**config.mk**
```make
export PLATFORM = sky130hd
export DESIGN_NAME = cactus_draw
export DESIGN_NICKNAME = d
export VERILOG_FILES = /design/src/rtl/cactus_draw.sv
export SDC_FILE = /design/constraint.sdc
export NUM_CORES = 1
export LEC_CHECK = 0
export BUFFER_PORTS_ARGS = -buffer_cell sky130_fd_sc_hd__buf_4
export CAP_MARGIN = 20
export CORE_MARGIN = 2
export CORE_UTILIZATION = 56
export DETAILED_ROUTE_END_ITERATION = 12
export PLACE_DENSITY = 0.8
export SLEW_MARGIN = 20
export SYNTH_ARGS = -nofsm -noshare
export SYNTH_HDL_FRONTEND = slang
export SYNTH_SLANG_ARGS = --single-unit
```
**constraint.sdc**
```tcl
create_clock -name clk -period 8 [get_ports clk]
set_input_delay 2.4 -clock clk [delete_from_list [all_inputs] [get_ports clk]]
set_output_delay 2.4 -clock clk [all_outputs]
set_load 0.01 [all_outputs]
```
**src/rtl/cactus_draw.sv**
```systemverilog
// cactus_draw: erases the previous two cacti and draws the new ones as a
// sequence of rectangle fill requests to a display writer.
module cactus_draw #(
  parameter int          CACTUS_W = 10,
  parameter int          GROUND_Y = 200,
  parameter int          SCREEN_W = 320,
  parameter logic [15:0] FG_COLOR = 16'h07E0,
  parameter logic [15:0] BG_COLOR = 16'h0000
) (
  input  logic        clk,
  input  logic        rst,
  input  logic        cactus_movement,
  input  logic [8:0]  pixel,
  input  logic [8:0]  x_dist,
  input  logic [8:0]  height1,
  input  logic [8:0]  height2,
  input  logic        rect_ready,
  output logic        rect_valid,
  output logic [8:0]  rect_x0,
  output logic [8:0]  rect_x1,
  output logic [7:0]  rect_y0,
  output logic [7:0]  rect_y1,
  output logic [15:0] rect_color,
  output logic        draw_done
);
  typedef enum logic [2:0] {IDLE, ERASE1, ERASE2, DRAW1, DRAW2, DONE} state_t;
  localparam logic [8:0] GY   = 9'(GROUND_Y);
  localparam logic [7:0] Y1   = 8'(GROUND_Y - 1);
  localparam logic [9:0] SW   = 10'(SCREEN_W);
  localparam logic [9:0] XMAX = 10'(SCREEN_W - 1);
  state_t state_q, state_d;
  logic [8:0] new_px_q, new_xd_q, new_h1_q, new_h2_q;
  logic [8:0] old_px_q, old_xd_q, old_h1_q, old_h2_q;
  logic old_valid_q;
  logic in_rect, erase, second, vis;
  logic [8:0] px, xd, h, x0, y0w;
  logic [9:0] x1w;
  always_comb begin
    in_rect = state_q inside {ERASE1, ERASE2, DRAW1, DRAW2};
    erase = state_q inside {ERASE1, ERASE2};
    second = state_q inside {ERASE2, DRAW2};
    px = erase ? old_px_q : new_px_q;
    xd = erase ? old_xd_q : new_xd_q;
    h = erase ? (second ? old_h2_q : old_h1_q) : (second ? new_h2_q : new_h1_q);
    // cactus 2 sits x_dist behind cactus 1; this subtraction alone may wrap
    x0 = second ? px - xd : px;
    x1w = {1'b0, x0} + 10'(CACTUS_W - 1);
    y0w = (h >= GY) ? 9'd0 : GY - h;
    vis = in_rect && (!erase || old_valid_q) && ({1'b0, x0} < SW) && (h != 9'd0);
    rect_valid = vis;
    rect_x0 = in_rect ? x0 : '0;
    rect_x1 = in_rect ? ((x1w > XMAX) ? XMAX[8:0] : x1w[8:0]) : '0;
    rect_y0 = in_rect ? y0w[7:0] : '0;
    rect_y1 = in_rect ? Y1 : '0;
    rect_color = in_rect ? (erase ? BG_COLOR : FG_COLOR) : '0;
    draw_done = state_q == DONE;
    state_d = (state_q == IDLE) ? (cactus_movement ? ERASE1 : IDLE) :
              (state_q == DONE) ? IDLE :
              (vis && !rect_ready) ? state_q : state_t'(state_q + 3'd1);
  end
  always_ff @(posedge clk or posedge rst) begin
    if (rst) begin
      state_q <= IDLE;
      old_valid_q <= 1'b0;
      {new_px_q, new_xd_q, new_h1_q, new_h2_q} <= '0;
      {old_px_q, old_xd_q, old_h1_q, old_h2_q} <= '0;
    end else begin
      state_q <= state_d;
      if (state_q == IDLE && cactus_movement)
        {new_px_q, new_xd_q, new_h1_q, new_h2_q} <= {pixel, x_dist, height1, height2};
      if (state_q == DONE) begin
        {old_px_q, old_xd_q, old_h1_q, old_h2_q} <= {new_px_q, new_xd_q, new_h1_q, new_h2_q};
        old_valid_q <= 1'b1;
      end
    end
  end
endmodule

```
==> flow_summary.ini, run 1 <==
[hold_path]
min_path_type = flip-flop to flip-flop
min_path_cells = 2
min_from = old_xd_q[2]
hold_end = old_xd_q[2]

[logic_synthesis]
synthMuxAreaShare_pct = 16.66
ys.flop_type = dfrtp_1
synth_top_family_by_area = simple AND/OR/NAND/NOR gates
yosysSeqAreaShare_pct = 38.37
ys_warn_count = 0
syn_area_per_cell_um2 = 9.737
syn_area_mm2 = 0.004956
synth-seq-cells = 76
synth_cell_types = 71
synth-compound-area-share_pct = 13.83
synth_edf_count = 0
ys_async_sr_fraction_pct = 100.0
synthXorXnorAreaFrac_pct = 2.272
synth_adder_area_share_pct = 3.408
synth_simple_gate_area_share_pct = 17.80
synthCells = 509

[clock_tree]
cts_sinks = 76
cts_buffer_depth = 2
htreeDepth = 3
cts_tree = yes
cts_root_buffer = clkbuf_8
clock_latency_ns = 0.35
numCtsBuffers = 9
ctsHoldBuffers = 0
cts-resized-gates = 0
path_clk_slew_ns = 0.08
postCtsSetupBuffers = 0

[sta]
min_period_ns = 7.520
hold_viol = 0
max-slew-margin-rel_pct = 34.56
worst_pin_slew_ns = 0.9780
worst_slack_ns = 0.4801
fmax_ghz = 0.1330
fin_crit_sh_pct = 94.00
fin_tns_setup_ns = 0
rsz0062_at_grt = false
finalClockSkew_ns = 0.007993
finalMaxSlewViolations = 0
final-setup-viol-count = 0

[route]
drtPass1Iterations = 6
avgRoutedWirePerCell_um = 16.56
dr_total_vias = 4052
drtIter0Drc = 242
vias_per_cell = 5.933
drc = 0
ant_nets = 0
routed_wl_um = 11310

[placement]
dp_slack_ns = 0.9619
hpwl_um = 8237
numPortBuffers = 78
place_congestion = 0.9987
dp.cells = 667

[critical_path]
startpoint_type = flip-flop
crit_path_max_fanout = 26
r2r_setup_slack_ns = 3.12
r2r_cells = 14
cp_data_arrival_time_ns = 5.12
cp-end-kind = output pin
path_class = flip-flop to output pin
r2r-end = state_q[0]
cp.required_ns = 5.60
rr_startpoint = state_q[0]

[floorplan]
fp.dieArea_mm2 = 0.009619
die_h_um = 98.08
row_count = 34
die_w_um = 98.08
io_pins = 92
initial_core_util_pct = 57.39
coreArea_mm2 = 0.008636

[global_route]
grt_max_degree = 77
gr-total-overflow = 0
grtUsageTotal_pct = 24.10
grt_pass1_vias = 3881
antenna_found_initial = 0
grt_pass1_wl_um = 18680

[cells_and_area]
fillers = 683
drive_gt1_share_pct = 31.13
multi_input_area_mm2 = 0.002724
final_core_util_pct = 65.69
instances_no_fill = 683
fin_nets = 622
layout_commonest_cell = buf_4
syn2layout_area_growth_pct = 14.47
diodes = 0
regArea_mm2 = 0.001902
final_cell_mix = buf_4 (85), nand2_1 (80), dfrtp_1 (76)

[flow_run]
cap_violations = 0

[status]
status = finished, final reports clean
per-stage QoR:
stage	hold WS [ns]	area, um^2
global placement	0.4526	5470
detailed placement	0.4593	5470
CTS	0.4803	5673
global route	0.5070	5673
finish	0.4754	5673
floorplan	0.4350	5001
routing by layer:
metal / vias up / share of wire [%] / global-route usage [%]
met3: 28 / 7.2 / 5.512
met2: 180 / 48 / 39.20
met4: 0 / 2.6 / 8.654
li1: 1891 / - / -
met5: - / 0 / 0
met1: 1953 / 42 / 31.75
worst max path at each step:
| stage | start | end | slack (ns) | depth (start not counted) |
|---|---|---|---|---|
| 2_1_floorplan | state_q[1] | rect_x1[0] | 1.34 | 16 |
| 3_3_place_gp | state_q[0] | rect_x1[2] | 1.13 | 14 |
| 3_5_place_dp | state_q[0] | rect_x1[2] | 0.96 | 14 |
| 4_1_cts | state_q[0] | rect_x1[2] | 0.55 | 14 |
| 5_1_grt | state_q[0] | rect_x1[2] | 0.19 | 15 |
| 6_report | state_q[0] | rect_x1[2] | 0.48 | 14 |
sequential cells by signal, summed over array words and instances (netlist names):
name	cells
new_h1_q	9
new_xd_q	9
new_px_q	9
old_px_q	9
old_valid_q	1
old_xd_q	9
state_q	3
old_h1_q	9
new_h2_q	9
old_h2_q	9
cell usage after synthesis, types with 7 or more instances:
library cell	number	area share (%)
nand2_1	80	6.1
dfrtp_1	76	38
mux2_2	54	12
nor2_1	36	2.7
buf_4	26	3.9
inv_1	19	1.4
a21oi_1	16	1.6
o21ai_0	16	1.6
mux2i_1	15	3.0
ha_1	11	2.8
nor2b_1	11	1.4
clkbuf_1	9	0.68
xnor2_1	8	1.4
nor3_1	7	0.71
layout make-up:
class                           count  area share (%)
Multi-Input combinational cell    379           48.01
Sequential cell                    76           33.52
Timing Repair Buffer               85           11.25
Clock buffer                       13           2.801
Tap cell                          108           2.382
Inverter                           19           1.257
Clock inverter                      3          0.7719
cell families after synthesis:
family	count (synthesis)
muxes	72
xor gates and xnor gates	12
AOI/OAI and AO/OA	90
and+or+nand+nor	179
adders and majority gates	13
buffers and inverters	66
other	1
DFF	76
worst max-delay path, stage by stage (launching register included):
cell      delay [ns]
dfrtp_1         0.86
xnor2_2         0.20
nor2_2          0.34
buf_4           0.33
mux2_2          0.40
fa_1            0.44
xnor2_1         0.27
a211oi_1        0.12
o21a_1          0.27
or2_2           0.34
o21ai_1         0.37
a32oi_1         0.26
mux2i_4         0.26
a31oi_1         0.13
buf_4           0.16
Power of run 1 is left out: the tool's default activity adds up to more than one toggle a clock period on the data nets, which glitch-free logic cannot reach.
==> run 2: changes to the inputs <==
--- a/config.mk
+++ b/config.mk
@@ -5,12 +5,14 @@
 export SDC_FILE = /design/constraint.sdc
 export NUM_CORES = 1
 export LEC_CHECK = 0
+export ABC_CLOCK_PERIOD_IN_PS = 8000
 export BUFFER_PORTS_ARGS = -buffer_cell sky130_fd_sc_hd__buf_4
 export CAP_MARGIN = 20
 export CORE_MARGIN = 2
-export CORE_UTILIZATION = 56
+export CORE_UTILIZATION = 30
+export CTS_CLUSTER_SIZE = 40
 export DETAILED_ROUTE_END_ITERATION = 12
-export PLACE_DENSITY = 0.8
+export PLACE_DENSITY = 0.48
 export SLEW_MARGIN = 20
 export SYNTH_ARGS = -nofsm -noshare
 export SYNTH_HDL_FRONTEND = slang
==> run 2 against run 1 <==
Worst setup slack better by 0.56 ns. Maximum frequency up 8.0%. Clock skew is 0.00052 ns lower. Non-clock buffer count up 2. Largest cell class unchanged.
==> flow_summary.ini, run 2 (synthesis gave the netlist of run 1 again) <==
[cells_and_area]
final_core_util_pct = 37.05
syn2layout_area_growth_pct = 19.62
diodes = 0
layout_commonest_cell = buf_4
fin_nets = 624
instances_no_fill = 793
final_cell_mix = buf_4 (86), nand2_1 (80), dfrtp_1 (76)
drive_gt1_share_pct = 31.72

[clock_tree]
cts-resized-gates = 0
htreeDepth = 3
ctsHoldBuffers = 0
postCtsSetupBuffers = 0
clock_latency_ns = 0.35
numCtsBuffers = 9
cts_tree = yes
cts_buffer_depth = 2
path_clk_slew_ns = 0.06
cts_root_buffer = clkbuf_16
cts_sinks = 76

[critical_path]
r2r_setup_slack_ns = 3.66
cp_data_arrival_time_ns = 4.56
startpoint_type = flip-flop
path_common_cell = buf_4
slowest_delay_ns = 0.44
cp-end-kind = output pin
path_class = flip-flop to output pin
critical_path.slowest_cell = fa_1
cp.required_ns = 5.60
crit_path_max_fanout = 10
cp_cell_sequence = xnor2_2 > nor2_2 > buf_4 > mux2_2 > fa_1 > nor2b_1 > o31a_1 > a31oi_1 > or3_1 > a32oi_2 > inv_1 > mux2i_4 > a21oi_1 > buf_4

[route]
drtPass1Iterations = 4
drtIter0Drc = 244
routed_wl_um = 13280
drc = 0
avgRoutedWirePerCell_um = 16.74
dr_total_vias = 3918
ant_nets = 0
vias_per_cell = 4.941

[sta]
finalClockSkew_ns = 0.007468
fin_tns_setup_ns = 0
hold_viol = 0
worst_pin_slew_ns = 0.9964
min_period_ns = 6.961
fmax_ghz = 0.1437
max-slew-margin-rel_pct = 33.32
finalMaxSlewViolations = 0
holdWs_ns = 0.4710
fin_crit_sh_pct = 87.01
rsz0062_at_grt = false
final-setup-viol-count = 0

[placement]
hpwl_um = 9817
numPortBuffers = 78
place_congestion = 0.8038
dp.cells = 777

[flow_run]
cap_violations = 0

[global_route]
antenna_found_initial = 0
gr-total-overflow = 0
grt_pass1_wl_um = 21680
grt_pass1_vias = 3980
grtUsageTotal_pct = 15.80
grt_max_degree = 77

[floorplan]
fp.dieArea_mm2 = 0.01756
die_h_um = 132.5
row_count = 46
coreArea_mm2 = 0.01600
io_pins = 92
initial_core_util_pct = 30.97
die_w_um = 132.5

[hold_path]
min_path_type = flip-flop to flip-flop

[status]
status = finished, final reports clean
-- run 2: cell count changes in the layout (fill, tap and decap cells not counted) --
cell / delta
clkbuf_16: +9
clkbuf_1: -1
buf_4: +1
buf_6: +1
and3_2: +1
clkinv_4: +1
clkbuf_8: -10
clkinvlp_4: +1
and3_1: -1
-- run 2: path summary, 6_finish.rpt --
path / startpoint / endpoint / cells past startpoint
min: old_xd_q[0] / old_xd_q[0] / 2
max reg2reg: state_q[0] / state_q[0] / 14
min in group asynchronous: rst / new_h2_q[4] / 3
min reg2reg: old_xd_q[0] / old_xd_q[0] / 2
max: state_q[0] / rect_x1[5] / 14
max in group asynchronous: rst / old_px_q[4] / 3
-- run 2: area by class of cell --
class,count,area [um^2]
Tap cell,216,270.3
Inverter,19,71.32
Fill cell,1665,10070
Clock buffer,11,242.7
Sequential cell,76,1902
Clock inverter,5,60.06
Timing Repair Buffer,87,656.9
Multi-Input combinational cell,379,2725
-- run 2: layer usage --
metal	track usage (%)	part of all wire, %	vias up
met2	24.67	46	98
li1	-	-	1897
met5	0	0	-
met4	6.511	2.0	0
met3	3.027	3.8	11
met1	21.50	48	1912
-- run 2: through the flow --
step / instance area (um^2) / worst slack, ns
final: 5928 / 1.039
after global routing: 5928 / 0.6779
after CTS: 5924 / 0.9347
after detailed placement: 5622 / 1.324
after global placement: 5622 / 1.500
after floorplan: 5001 / 1.336
-- run 2: critical path, delay by kind of cell (launching register included) --
family          cells  cell delay [ns]
compound gates      4             0.96
xor+xnor            1             0.18
fa+ha+maj           1             0.44
buf+inv             3             0.65
flops               1             0.41
mux                 2             0.64
simple gates        3             0.93
Power of run 2 is left out for the same reason.
==> run 3: changes to the inputs <==
--- a/config.mk
+++ b/config.mk
@@ -13,6 +13,7 @@
 export CTS_CLUSTER_SIZE = 40
 export DETAILED_ROUTE_END_ITERATION = 12
 export PLACE_DENSITY = 0.48
+export RECOVER_POWER = 25
 export SLEW_MARGIN = 20
 export SYNTH_ARGS = -nofsm -noshare
 export SYNTH_HDL_FRONTEND = slang
==> run 3 against run 2 <==
The flow now finishes with violations (max-capacitance violations, max-slew violations). Non-clock buffer count unchanged. Hold slack improved by 0.00075 ns. Highest routed layer unchanged. Global-route usage did not move. Critical path type unchanged. Utilization fell by 0.12 points. Routed wire length rose by 0.49%. Maximum frequency down 0.27%.
==> flow_summary.ini, run 3 (synthesis gave the netlist of run 1 again) <==
[placement]
hpwl_um = 9817
place_congestion = 0.8038
dpl_cell_area_mm2 = 0.005622
numPortBuffers = 78

[route]
avgRoutedWirePerCell_um = 16.83
drt-met1-wl_um = 6422
routed_wl_um = 13340
routed.top_layer = met4
dr_total_vias = 3905
drtIter0Drc = 243
drtPass1Iterations = 4
ant_nets = 0
wl_met2_um = 6216
vias_per_cell = 4.924
wl_met3_um = 445
drc = 0

[sta]
min_period_ns = 6.980
hold_viol = 0
worst_pin_slew_ns = 4.154
max-slew-margin-rel_pct = -177.0
rsz0062_at_grt = false
finalMaxSlewViolations = 114
fin_tns_setup_ns = 0
finalClockSkew_ns = 0.005895
fmax_ghz = 0.1433
final-setup-viol-count = 0
fin_crit_sh_pct = 87.24

[critical_path]
r2r-end = state_q[0]
crit_path_max_fanout = 10
cp.required_ns = 5.60
crit_path_start = state_q[0]
crit_end = rect_x1[2]
rr_startpoint = state_q[0]
startpoint_type = flip-flop
cp_data_arrival_time_ns = 4.58
cp-end-kind = output pin
r2r_cells = 14
path_class = flip-flop to output pin
r2r_setup_slack_ns = 3.66

[floorplan]
fp.dieArea_mm2 = 0.01756
row_count = 46
die_w_um = 132.5
io_pins = 92
initial_core_util_pct = 30.97
die_h_um = 132.5
coreArea_mm2 = 0.01600

[clock_tree]
path_clk_slew_ns = 0.06
cts_sinks = 76
numCtsBuffers = 9
postCtsSetupBuffers = 0
ctsHoldBuffers = 0
cts-resized-gates = 0
cts_root_buffer = clkbuf_16
cts_tree = yes
clock_latency_ns = 0.34
cts_buffer_depth = 2
htreeDepth = 3

[global_route]
antenna_found_initial = 0
grt_pass1_vias = 3980
grtUsageTotal_pct = 15.80
grt_max_degree = 77
gr-total-overflow = 0
grt_pass1_wl_um = 21680

[status]
failed_checks = max-capacitance violations, max-slew violations
status = finished, violations left

[cells_and_area]
layout_commonest_cell = buf_4
drive_gt1_share_pct = 30.85
final_core_util_pct = 36.93
diodes = 0
design_area_mm2 = 0.005909
syn2layout_area_growth_pct = 19.24
fin_nets = 624
final_cell_mix = buf_4 (82), nand2_1 (80), dfrtp_1 (76)

[flow_run]
cap_violations = 2

[hold_path]
min_path_cells = 2
min_path_type = flip-flop to flip-flop
==> run 3: area by class of cell <==
cell class              instances  area [um^2]
well taps                     216        270.3
clock inverters                 5        60.06
repair buffers                 87        638.1
flip-flops and latches         76         1902
inverters                      19        71.32
clock buffers                  11        242.7
fillers                      1670        10090
multi-input cells             379         2725
==> run 3: worst min-delay path by stage <==
stage	start	to	slack, ns
after floorplan	old_valid_q	old_valid_q	0.44
after global placement	old_h1_q[1]	old_h1_q[1]	0.45
after detailed placement	old_xd_q[0]	old_xd_q[0]	0.46
after CTS	old_xd_q[0]	old_xd_q[0]	0.48
after global routing	old_xd_q[0]	old_xd_q[0]	0.50
final	old_xd_q[0]	old_xd_q[0]	0.47
==> run 3: per-stage QoR <==
step	setup WS, ns	std cells	hold slack (ns)
after CTS	0.9347	793	0.4756
after detailed placement	1.324	777	0.4611
after floorplan	1.336	521	0.4350
after global placement	1.500	777	0.4545
final	1.020	793	0.4717
after global routing	0.6779	793	0.4953
==> run 3: critical path, cell delays in order, from the launching register on <==
cell and delay (ns):
dfrtp_1 0.41, xnor2_2 0.18, nor2_2 0.37, buf_4 0.29, mux2_2 0.38, fa_1 0.44
xnor2_1 0.23, a211oi_1 0.11, o21a_1 0.28, or2_2 0.34, o21ai_1 0.38, a32oi_1 0.25
mux2i_4 0.27, a31oi_1 0.13, buf_4 0.16
==> run 3: layer usage <==
| layer | global-route usage (%) | vias to the layer above |
|---|---|---|
| met2 | 24.67 | 90 |
| met5 | 0 | - |
| li1 | - | 1895 |
| met4 | 6.511 | 0 |
| met3 | 3.027 | 11 |
| met1 | 21.50 | 1909 |
Power of run 3 is left out for the same reason.
